## config.mk

```make
export PLATFORM = sky130hd
export DESIGN_NAME = opti_sample_feeder
export DESIGN_NICKNAME = d
export VERILOG_FILES = /design/src/rtl/opti_pkg.sv /design/src/rtl/opti_gap_timer.sv /design/src/rtl/opti_sample_feeder.sv
export SDC_FILE = /design/constraint.sdc
export NUM_CORES = 1
export LEC_CHECK = 0
export CORE_ASPECT_RATIO = 1.4
export CORE_MARGIN = 5
export CORE_UTILIZATION = 35
export CTS_BUF_LIST = sky130_fd_sc_hd__clkbuf_8
export DETAILED_ROUTE_END_ITERATION = 6
export PLACE_DENSITY = 0.56
export SLEW_MARGIN = 10
export SYNTH_ARGS = -nofsm -noshare
export SYNTH_HDL_FRONTEND = slang
export SYNTH_SLANG_ARGS = --single-unit
```

## constraint.sdc

```tcl
create_clock -name clk -period 3.4 [get_ports clk]
set_input_delay 1.02 -clock clk [delete_from_list [all_inputs] [get_ports clk]]
set_output_delay 1.02 -clock clk [all_outputs]
set_load 0.01 [all_outputs]
```

## src/rtl/opti_pkg.sv

```systemverilog
// Shared definitions for the IIR SOS cascade input side: feeder state encodings and data defaults.
// Latency: n/a (package only).
// Backpressure: n/a (package only).
//
// Contents:
//   OPTI_DATA_W      default sample width (Q1.15 two's complement)
//   OPTI_STABLE_LEN  default stable-window length, shared with the pipeline controller
//   ENC_*            3-bit state encodings of the sample feeder
//   feeder_state_t   feeder FSM state type built on the encodings above
//   gap_load_val()   timer reload value that yields exactly 'gap' idle cycles
package opti_pkg;

    localparam int OPTI_DATA_W     = 16;
    localparam int OPTI_STABLE_LEN = 237;

    localparam logic [2:0] ENC_IDLE    = 3'd0;
    localparam logic [2:0] ENC_FETCH   = 3'd1;
    localparam logic [2:0] ENC_WAIT    = 3'd2;
    localparam logic [2:0] ENC_PRESENT = 3'd3;
    localparam logic [2:0] ENC_GAP     = 3'd4;
    localparam logic [2:0] ENC_FLUSH   = 3'd5;
    localparam logic [2:0] ENC_DRAIN   = 3'd6;
    localparam logic [2:0] ENC_DONE    = 3'd7;

    typedef enum logic [2:0] {
        S_IDLE    = ENC_IDLE,
        S_FETCH   = ENC_FETCH,
        S_WAIT    = ENC_WAIT,
        S_PRESENT = ENC_PRESENT,
        S_GAP     = ENC_GAP,
        S_FLUSH   = ENC_FLUSH,
        S_DRAIN   = ENC_DRAIN,
        S_DONE    = ENC_DONE
    } feeder_state_t;

    // The timer reports 'expired' while it holds zero, and the GAP state is
    // entered on the edge that loads it, so loading gap-1 gives gap cycles.
    function automatic logic [7:0] gap_load_val(input int gap);
        if (gap > 0) begin
            return 8'(gap - 1);
        end
        return 8'd0;
    endfunction

endpackage

```

## src/rtl/opti_gap_timer.sv

```systemverilog
// Loadable 8-bit down-counter spacing samples (GAP and FLUSH spacing of the sample feeder).
// Latency: load takes effect on the next clk edge; expired is combinational from the count.
// Backpressure: none; counts down freely to zero and parks there until reloaded.
//
// Ports:
//   clk       clock, all logic on posedge
//   rst       asynchronous active-high reset (count cleared, expired high)
//   load      load load_val on the next edge (has priority over counting)
//   load_val  reload value
//   expired   high while the count is zero
module opti_gap_timer (
    input  logic       clk,
    input  logic       rst,
    input  logic       load,
    input  logic [7:0] load_val,
    output logic       expired
);

    logic [7:0] cnt;

    always_ff @(posedge clk or posedge rst) begin
        if (rst) begin
            cnt <= 8'd0;
        end else if (load) begin
            cnt <= load_val;
        end else if (cnt != 8'd0) begin
            cnt <= cnt - 8'd1;
        end
    end

    assign expired = (cnt == 8'd0);

endmodule

```

## src/rtl/opti_sample_feeder.sv

```systemverilog
// Streams NUM_SAMPLES samples from a sync-read RAM into SOS stage 1, optionally zero-flushes, then waits for filter_done.
// Latency: first data_in_valid 3 cycles after start is sampled; 1 sample per 3+GAP_CYCLES cycles.
// Backpressure: data_in/data_in_valid hold until data_in_ready; ready low stalls indefinitely.
//
// Optional feature macro: OPTI_FEEDER_FLUSH_EN -- when defined, FLUSH_LEN zero samples follow the
// last RAM sample (same GAP spacing). When undefined the FLUSH state and its counter are absent.
//
// Ports:
//   clk, rst                  clock / asynchronous active-high reset
//   start                     run request, honoured only when idle or done
//   mem_rd_en, mem_addr       RAM read strobe and address (address = current sample index)
//   mem_rd_data               RAM data, valid one cycle after mem_rd_en
//   data_in, data_in_valid    sample to SOS stage 1
//   data_in_ready             SOS stage 1 accepts
//   filter_done               pipeline controller reports the run complete (only seen in DRAIN)
//   busy, feed_done           running / finished status
//   sample_cnt                RAM samples accepted this run (flush samples not counted)
module opti_sample_feeder
    import opti_pkg::*;
#(
    parameter int DATA_W      = OPTI_DATA_W,
    parameter int ADDR_W      = 11,
    parameter int NUM_SAMPLES = 2048,
    parameter int GAP_CYCLES  = 0,
    parameter int FLUSH_LEN   = OPTI_STABLE_LEN
) (
    input  logic              clk,
    input  logic              rst,
    input  logic              start,
    output logic              mem_rd_en,
    output logic [ADDR_W-1:0] mem_addr,
    input  logic [DATA_W-1:0] mem_rd_data,
    output logic [DATA_W-1:0] data_in,
    output logic              data_in_valid,
    input  logic              data_in_ready,
    input  logic              filter_done,
    output logic              busy,
    output logic              feed_done,
    output logic [ADDR_W:0]   sample_cnt
);

    // Elaboration-time range checks on the configuration.
    if (NUM_SAMPLES < 1 || NUM_SAMPLES > (1 << ADDR_W)) begin : g_bad_num_samples
        $error("opti_sample_feeder: NUM_SAMPLES outside 1..2**ADDR_W");
    end
    if (GAP_CYCLES < 0 || GAP_CYCLES > 255) begin : g_bad_gap
        $error("opti_sample_feeder: GAP_CYCLES outside 0..255");
    end
    if (FLUSH_LEN < 1 || FLUSH_LEN > 1023) begin : g_bad_flush_len
        $error("opti_sample_feeder: FLUSH_LEN outside 1..1023");
    end

    localparam logic [ADDR_W-1:0] LAST_IDX = ADDR_W'(NUM_SAMPLES - 1);
    localparam logic [7:0]        GAP_LOAD = gap_load_val(GAP_CYCLES);
    localparam bit                HAS_GAP  = (GAP_CYCLES > 0);

    feeder_state_t     state;
    logic [ADDR_W-1:0] idx;
    logic              xfer;
    logic              gap_load;
    logic              gap_expired;

`ifdef OPTI_FEEDER_FLUSH_EN
    localparam logic [9:0] FLUSH_LAST = 10'(FLUSH_LEN - 1);
    logic [9:0] flush_cnt;
    // Set once the last RAM sample is accepted: GAP then returns to FLUSH, not FETCH.
    logic       flushing;
`endif

    assign xfer     = data_in_valid & data_in_ready;
    assign mem_addr = idx;

    // Reload on every accepted sample; the timer is only consulted in GAP.
    assign gap_load = HAS_GAP && xfer && ((state == S_PRESENT) || (state == S_FLUSH));

    opti_gap_timer u_gap_timer (
        .clk      (clk),
        .rst      (rst),
        .load     (gap_load),
        .load_val (GAP_LOAD),
        .expired  (gap_expired)
    );

    always_ff @(posedge clk or posedge rst) begin
        if (rst) begin
            state         <= S_IDLE;
            idx           <= '0;
            mem_rd_en     <= 1'b0;
            data_in       <= '0;
            data_in_valid <= 1'b0;
            busy          <= 1'b0;
            feed_done     <= 1'b0;
            sample_cnt    <= '0;
`ifdef OPTI_FEEDER_FLUSH_EN
            flush_cnt     <= 10'd0;
            flushing      <= 1'b0;
`endif
        end else begin
            // The read strobe is a one-cycle pulse raised on every entry to FETCH.
            mem_rd_en <= 1'b0;

            case (state)
                S_IDLE, S_DONE: begin
                    if (start) begin
                        state      <= S_FETCH;
                        idx        <= '0;
                        sample_cnt <= '0;
                        mem_rd_en  <= 1'b1;
                        busy       <= 1'b1;
                        feed_done  <= 1'b0;
`ifdef OPTI_FEEDER_FLUSH_EN
                        flush_cnt  <= 10'd0;
                        flushing   <= 1'b0;
`endif
                    end
                end

                S_FETCH: begin
                    state <= S_WAIT;
                end

                // RAM data for the strobe issued in FETCH is on mem_rd_data now.
                S_WAIT: begin
                    data_in       <= mem_rd_data;
                    data_in_valid <= 1'b1;
                    state         <= S_PRESENT;
                end

                S_PRESENT: begin
                    if (xfer) begin
                        data_in_valid <= 1'b0;
                        sample_cnt    <= sample_cnt + 1'b1;
                        if (idx == LAST_IDX) begin
`ifdef OPTI_FEEDER_FLUSH_EN
                            flushing <= 1'b1;
                            if (HAS_GAP) begin
                                state <= S_GAP;
                            end else begin
                                state         <= S_FLUSH;
                                data_in       <= '0;
                                data_in_valid <= 1'b1;
                            end
`else
                            state <= S_DRAIN;
`endif
                        end else begin
                            idx <= idx + 1'b1;
                            if (HAS_GAP) begin
                                state <= S_GAP;
                            end else begin
                                state     <= S_FETCH;
                                mem_rd_en <= 1'b1;
                            end
                        end
                    end
                end

                S_GAP: begin
                    if (gap_expired) begin
`ifdef OPTI_FEEDER_FLUSH_EN
                        if (flushing) begin
                            state         <= S_FLUSH;
                            data_in       <= '0;
                            data_in_valid <= 1'b1;
                        end else begin
                            state     <= S_FETCH;
                            mem_rd_en <= 1'b1;
                        end
`else
                        state     <= S_FETCH;
                        mem_rd_en <= 1'b1;
`endif
                    end
                end

`ifdef OPTI_FEEDER_FLUSH_EN
                // Zero samples need no RAM access; with no gap, valid stays high
                // and the next zero sample follows on the very next cycle.
                S_FLUSH: begin
                    if (xfer) begin
                        flush_cnt <= flush_cnt + 10'd1;
                        if (flush_cnt == FLUSH_LAST) begin
                            state         <= S_DRAIN;
                            data_in_valid <= 1'b0;
                        end else if (HAS_GAP) begin
                            state         <= S_GAP;
                            data_in_valid <= 1'b0;
                        end
                    end
                end
`endif

                // filter_done is ignored everywhere else, so a done that coincides
                // with the last transfer still lands here first.
                S_DRAIN: begin
                    if (filter_done) begin
                        state     <= S_DONE;
                        busy      <= 1'b0;
                        feed_done <= 1'b1;
                    end
                end

                default: begin
                    state <= S_IDLE;
                end
            endcase
        end
    end

endmodule
```

**After elaboration in Yosys (flattened, before gate mapping)**

Index checks and enable logic that the tools add are counted.

- Add/sub/neg operators: 3
- Multipliers: 0
- Div/mod/pow operators: 0
- Order comparisons: 0
- Equality and inequality tests: 12
- Shift operators: 0
- Multiplexer cells: 26
- Bitwise logic cells: 1
- Reductions and logical operators: 12

Operator list:

| cell | number |
|---|---|
| 11-bit two-way mux | 3 |
| 12-bit two-way mux | 2 |
| 12-bit one-hot mux with 2 select lines | 1 |
| 11-bit one-hot mux with 2 select lines | 1 |
| 3-bit one-hot mux with 6 select lines | 1 |
| 3-bit two-way mux | 5 |
| 12-bit by 1-bit adder with 12-bit output (second input constant) | 1 |
| 11-bit by 1-bit adder with 11-bit output (second input constant) | 1 |
| 11-bit == test (second input constant) | 1 |
| 2-bit != test (second input constant) | 5 |
| 3-bit == test (second input constant) | 3 |
| 1-bit two-way mux | 9 |
| 8-bit logical NOT | 1 |
| 4-bit AND reduction | 2 |
| 8-bit nonzero test | 1 |
| 8-bit by 1-bit subtractor with 8-bit output (second input constant) | 1 |
| 3-bit by 2-bit == test with 1-bit output (second input constant) | 2 |
| 1-bit one-hot mux with 2 select lines | 3 |
| 3-bit AND reduction | 2 |
| 2-bit nonzero test | 3 |
| 3-bit by 1-bit == test with 1-bit output (second input constant) | 1 |
| 3-bit logical NOT | 1 |
| 1-bit one-hot mux with 3 select lines | 1 |
| 2-bit AND reduction | 1 |
| other kinds (2) | 2 |

- Register bits: 54
- Latch bits: 0
- RAM bits: 0
- Bits in read-only memories: 0
- Input port bits: 21
- Output and inout bits: 43
- Memories kept: 0

**Logic depth before layout (Yosys ltp)**

Gate-level depths: netlist (run 1).

- Word-level depth: 4
- Gate-level depth with buffers: 8

**Cells and area by module**

A second synthesis (run 1) with hierarchy kept.

- Cell total of the unflattened synthesis: 284
- Area, all modules: 2880.3 um^2

Modules (own cells, without submodules):

| module | times used | cells each | area an instance (um^2) | seq. area each (um^2) |
|---|---|---|---|---|
| opti_sample_feeder | 1 | 228 | 2383.5 | 1151.1 |
| opti_gap_timer | 1 | 56 | 496.7 | 200.2 |

**Least setup slack after synthesis (run 1)**

Ideal clock, no wire load.

- Path type: input port to flip-flop
- Start: input start
- End: register idx[10] (netlist: mem_addr[10])
- Arrival time: 2.023 ns
- Data required time: 3.281 ns
- Setup slack: 1.259 ns
- Stages on the path: 6
- Path buffers: 2
- Cells stage by stage: mux2_4 a31oi_4 buf_6 buf_2 nor3_1 o21a_1

- Longest elaborated chain between the ends: 2

Ends and longest elaborated chain:

| item | RTL line | text |
|---|---|---|
| start: declaration | opti_sample_feeder.sv:29 | `input logic start,` |
| 2-bit != test (no source line) | - |  |
| 4-bit AND reduction (no source line) | - |  |
| end signal: assignment | opti_sample_feeder.sv:147 | `idx <= idx + 1'b1;` |
| end: declaration | opti_sample_feeder.sv:58 | `logic [ADDR_W-1:0] idx;` |

No other way between the ends.
A chain may end at the register's enable or synchronous reset.

**Worst setup path in the final report (run 1)**

- Start: input start
- End: register sample_cnt[10]

- Longest elaborated chain between the ends: 2

Ends and longest elaborated chain:

| item | RTL line | text |
|---|---|---|
| 2-bit != test (no source line) | - |  |
| 3-bit AND reduction (no source line) | - |  |
| end signal: assignment | opti_sample_feeder.sv:132 | `sample_cnt <= sample_cnt + 1'b1;` |
| end: declaration | opti_sample_feeder.sv:39 | `output logic [ADDR_W:0] sample_cnt` |

No other way between the ends.

==> impl_metrics.toml, run 1 <==
[yosys]
synth_top_area_share = 0.481
synthAdderAreaFrac = 0.0357
synth_edf_count = 0
syn_nets = 295
synth_flop_cell = "dfrtp_1"
synth_top_family_by_area = "simple AND/OR/NAND/NOR gates"
synth_largest_area_cell = "dfrtp_1"
synth-seq-cells = 54
muxShareOfSynthArea = 0.0994
synthXorXnorAreaFrac = 0.0125
yosysSeqAreaShare = 0.481
ys_warn_count = 0
synthArstFlopShare = 1.00
avgSynthCellArea_um2 = 10.6
ys_types = 50
syn_inst = 266
synthSimpleGateAreaFrac = 0.180
synth.top_cells.by_area = "dfrtp_1 (48%), mux2_2 (7.6%), ha_1 (3.6%), o31ai_1 (2.9%), or4_1 (2.9%)"
synth_compound_area_frac = 0.152
synth_area_mm2 = 0.00281

[placement]
dpl_cell_area_mm2 = 0.00354
gp_congestion = 0.733
port_buffers = 63
place_hpwl_mm = 5.03

[sta]
setup-violations-final = 0
hold_viol = 0
clock.fmax_ghz = 0.373
slew_headroom = 0.503
fin_tns_setup_ns = 0
skew_ns = 0.0136
fin_crit_ns = 2.68
rsz0062_at_grt = "false"
slew_violations = 0
fin_crit_sh = 0.789
tightest_slew_ns = 0.739

[worst_hold_path]
min-delay-start = "u_gap_timer.cnt[0]"
min_to = "u_gap_timer.cnt[0]"
hold_class = "flop to flop"
hold_path_depth = 1

[clock_network]
clockRootBuffer = "clkbuf_8"
cts_made_buffers = 5
postCtsHoldBufs = 0
cts-resized-gates = 0
clk_latency_ns = 0.32
cts_max_level = 2
path_clk_slew_ns = 0.10
cts_setup_buffers = 0
cts_max_path_buffers = 2
cts_tree = "built"
clock_sinks = 54

[critical_path]
reg2reg_depth = 6
r2r_slack_ns = 1.14
r2r-start = "state[1]"
startpoint_type = "input port"
crit_fanout = 30
critical_path_class = "input port to flop"
rr_endpoint = "sample_cnt[11]"
critPathCaptureType = "flop"
arrival_ns = 2.93
required_ns = 3.65

[global_route]
antenna_found_initial = 0
grt_use_met1 = 0.151
top_usage_layer = "met2"
grt_max_degree = 31
grt_use_met2 = 0.261
grt_usage = 0.138
grt-ovfl-total = 0
use_met3 = 0.0313
grt_pass1_wl_mm = 11.0
first_global_vias = 2263

[detailed_routing]
first_pass_iters = 4
drtAntennaViolNets = 0
drc_errors = 0
finalWirelength_mm = 6.72
wl_per_cell_um = 15.7
vias = 2329
drt_iter0_markers = 75
routed_via_density = 5.43

[die]
rows = 38
die_h_um = 116
coreArea_mm2 = 0.00780
floorplan.initialDensity = 0.360
pin_count = 64
die_w_um = 85.7
dieArea_mm2 = 0.00994

[layout]
final_cell_area_mm2 = 0.00365
layout-drive-gt1-share = 0.122
area_delta_synth_final_pct = 30.1
num_antenna_cells = 0
layout.nets = 357

[power_and_ir_drop]
power_per_cell_area_mw_per_mm2 = 656
vdd.ir_drop.worst_uv = 397
p_leak_uw = 0.00149

[outcome]
outcome = "finished clean"

[run]
max_cap_viol_count = 0
sequential cells by signal, indices dropped and copies added (netlist names):
| signal | cells |
|---|---|
| data_in_valid | 1 |
| mem_addr | 11 |
| u_gap_timer.cnt | 8 |
| sample_cnt | 12 |
| busy | 1 |
| feed_done | 1 |
| data_in | 16 |
| state | 3 |
| mem_rd_en | 1 |
cells in the mapped netlist, types with 8 or more instances:
cell type,instances
dfrtp_1,54
mux2_2,19
nand2_1,19
a21oi_1,15
inv_1,14
nand3_1,13
o21ai_0,11
o31ai_1,11
or4_1,11
ha_1,8
kinds of logic after synthesis:
kind of cell	after synthesis
and+or+nand+nor	88
adders and majority gates	8
muxes	25
xor gates and xnor gates	4
buffers and inverters	25
DFF	54
AOI/OAI and AO/OA	62
how the worst max path moves through the flow:
stage                     slack (ns)        endpoint   from
after detailed placement        0.40     mem_addr[9]  start
after global routing            0.59  sample_cnt[10]  start
after floorplan                 1.07            busy    rst
final                           0.72  sample_cnt[10]  start
after CTS                       0.73  sample_cnt[10]  start
after global placement          0.45     mem_addr[3]  start
final cells by class:
cell class	count	area, um^2
tap	100	125
clock buffer	5	68.8
fill	780	4150
inverter	15	56.3
sequential	54	1350
timing repair buffer	65	658
multi-input combinational	187	1350
clock inverter	3	43.8
critical path, cell delays in order:
cell             delay, ns
clkdlybuf4s50_1       0.61
mux2_4                0.26
a31oi_4               0.29
or4_1                 0.59
a21oi_1               0.16
report_power, final:
part           internal (uW)  switching, uW  total, uW
sequential               786           96.1        882
combinational            535            529       1060
clock                    221            228        449
per-layer routing:
layer,vias up,wire (um)
met4,0,94
met5,-,0
met2,44,3580
li1,1121,-
met3,8,301
met1,1156,2740
cell usage in the layout, fill, tap and decap left out, types with 5 or more instances in the layout:
master           count
mux2_2              19
ha_1                 8
clkdlybuf4s50_1     63
nand2_1             19
a21oi_1             15
inv_1               13
nor2_1               6
or4_1               11
mux2i_1              5
nor3_1               5
o21ai_0             11
a31oi_1              5
nand3_1             13
clkbuf_8             5
or3_1                6
nand4_1              6
dfrtp_1             54
o31ai_1             11
stage by stage:
stage               setup slack, ns  power, uW  utilization  hold WS [ns]  instances
finish                        0.716       2400        0.468         0.501        429
CTS                           0.731       2430        0.468         0.502        429
global route                  0.591       2560        0.468         0.541        429
floorplan                      1.07       1550            -         0.460        266
detailed placement            0.400       1980        0.454         0.484        421
global placement              0.446       1970        0.454         0.479        421
(Power assumes the default switching activity.)
==> run 2: changes to the inputs <==
==> constraint.sdc (replaced) <==
create_clock -name clk -period 2.5 [get_ports clk]
set_input_delay 0.75 -clock clk [delete_from_list [all_inputs] [get_ports clk]]
set_output_delay 0.75 -clock clk [all_outputs]
set_load 0.01 [all_outputs]
==> run 2 against run 1 <==
  * Highest routed layer unchanged
  * Non-clock buffer count increased by 8
  * Cell area rose by 1.0%
  * Core utilization is 0.48 points higher
  * Largest power group unchanged
==> impl_metrics.toml, run 2 (synthesis results as in run 1) <==
[outcome]
outcome = "finished clean"

[critical_path]
startpoint_type = "input port"
cp_cell_sequence = "clkdlybuf4s50_1 > mux2_4 > a31oi_4 > nor4_1 > mux2i_1"
arrival_ns = 2.45
critPathCaptureType = "flop"
reg2reg_depth = 6
critical_path_class = "input port to flop"
rr_endpoint = "mem_addr[8]"
slowest_stage = "a31oi_4"
r2r_slack_ns = 0.27
crit_fanout = 30
required_ns = 2.69
cp_slowest_stage_delay_ns = 0.61
r2r-start = "state[1]"
worst-path-buf-inv = 1
cp_top_family = "compound AO/OA/AOI/OAI gates"

[sta]
rsz0062_at_grt = "false"
skew_ns = 0.00765
fin_tns_setup_ns = 0
fin_crit_sh = 0.905
slew_headroom = 0.529
tightest_slew_ns = 0.706
hold_viol = 0
setup-violations-final = 0
fin_crit_ns = 2.26
holdWs_ns = 0.505
slew_violations = 0
clock.fmax_ghz = 0.442
finalWorstSetupSlack_ns = 0.237

[layout]
largest_reg_flops = 16
most-common-layout-cells = "clkdlybuf4s50_1 (63), dfrtp_1 (54), mux2_2 (19), nand2_1 (19), a21oi_1 (15)"
layout.nets = 365
layout-drive-gt1-share = 0.142
fillerInstances = 745
num_antenna_cells = 0
area_delta_synth_final_pct = 31.4
layout.cells.non_filler = 437
max_flop_register = "data_in"
final_common_cell = "clkdlybuf4s50_1"

[placement]
dp.cells = 429
port_buffers = 63
place_ws_ns = -0.0832
gp_congestion = 0.737
place_hpwl_mm = 4.94

[die]
coreArea_mm2 = 0.00780
die_w_um = 85.7
die_h_um = 116
dieArea_mm2 = 0.00994
rows = 38
floorplan.initialDensity = 0.360
pin_count = 64

[global_route]
grt_pass1_wl_mm = 11.0
grt_max_degree = 55
first_global_vias = 2325
antenna_found_initial = 0
grt_usage = 0.139
grt-ovfl-total = 0

[detailed_routing]
routed_via_density = 5.32
drt_iter0_markers = 90
wl_per_cell_um = 15.4
drc_errors = 0
finalWirelength_mm = 6.72
vias = 2325
drtAntennaViolNets = 0
first_pass_iters = 4

[clock_network]
cts_made_buffers = 5
postCtsHoldBufs = 0
cts_tree = "built"
cts-resized-gates = 0
clock_sinks = 54
path_clk_slew_ns = 0.10
clk_latency_ns = 0.31
cts_max_level = 2
cts_max_path_buffers = 2
clockRootBuffer = "clkbuf_8"
cts_setup_buffers = 0

[worst_hold_path]
hold_class = "flop to flop"
min_to = "u_gap_timer.cnt[0]"
hold_path_depth = 1
min-delay-start = "u_gap_timer.cnt[0]"

[power_and_ir_drop]
power_per_cell_area_mw_per_mm2 = 871
p_leak_uw = 0.00151
vdd.ir_drop.worst_uv = 490
power_uw = 3210

[run]
max_cap_viol_count = 0
[run 2: cell types whose count changed in the layout (fill, tap and decap cells not counted), sizes merged]
cell	previous run	this run
buf	2	10
bufinv	1	0
clkinv	1	2
clkinvlp	0	1
inv	16	15
[run 2: cell type report]
type	instances	area (um^2)	area share
multi-input combinational	187	1350	0.366
inverter	15	56.3	0.0153
sequential	54	1350	0.366
clock buffer	5	68.8	0.0187
clock inverter	3	21.3	0.00576
timing repair buffer	73	718	0.195
tap	100	125	0.0339
[run 2: routing by layer]
metal,GRT usage,wire length [um]
met1,0.153,2720
met2,0.262,3630
met3,0.0270,269
met4,0.0486,106
met5,0,0
[run 2: metrics by stage]
stage          instance area (um^2)   util
3_5_place_dp                   3600  0.462
4_1_cts                        3690  0.473
6_report                       3690  0.473
3_3_place_gp                   3600  0.462
2_1_floorplan                  2810      -
5_1_grt                        3690  0.473
[run 2: where the power goes]
part / switching [uW] / total, uW / leakage (uW) / internal (uW)
Clock: 305 / 502 / 0.0000441 / 198
Combinational: 728 / 1510 / 0.000763 / 785
Sequential: 131 / 1200 / 0.000703 / 1070
[run 2: worst max-delay path by stage]
stage	startpoint	endpoint	slack [ns]	cells past startpoint
detailed placement	start	mem_addr[8]	-0.08	5
global route	start	mem_addr[5]	0.12	5
floorplan	rst	busy	0.44	1
finish	start	mem_addr[8]	0.24	5
CTS	start	mem_addr[8]	0.25	5
global placement	start	mem_addr[8]	-0.07	5
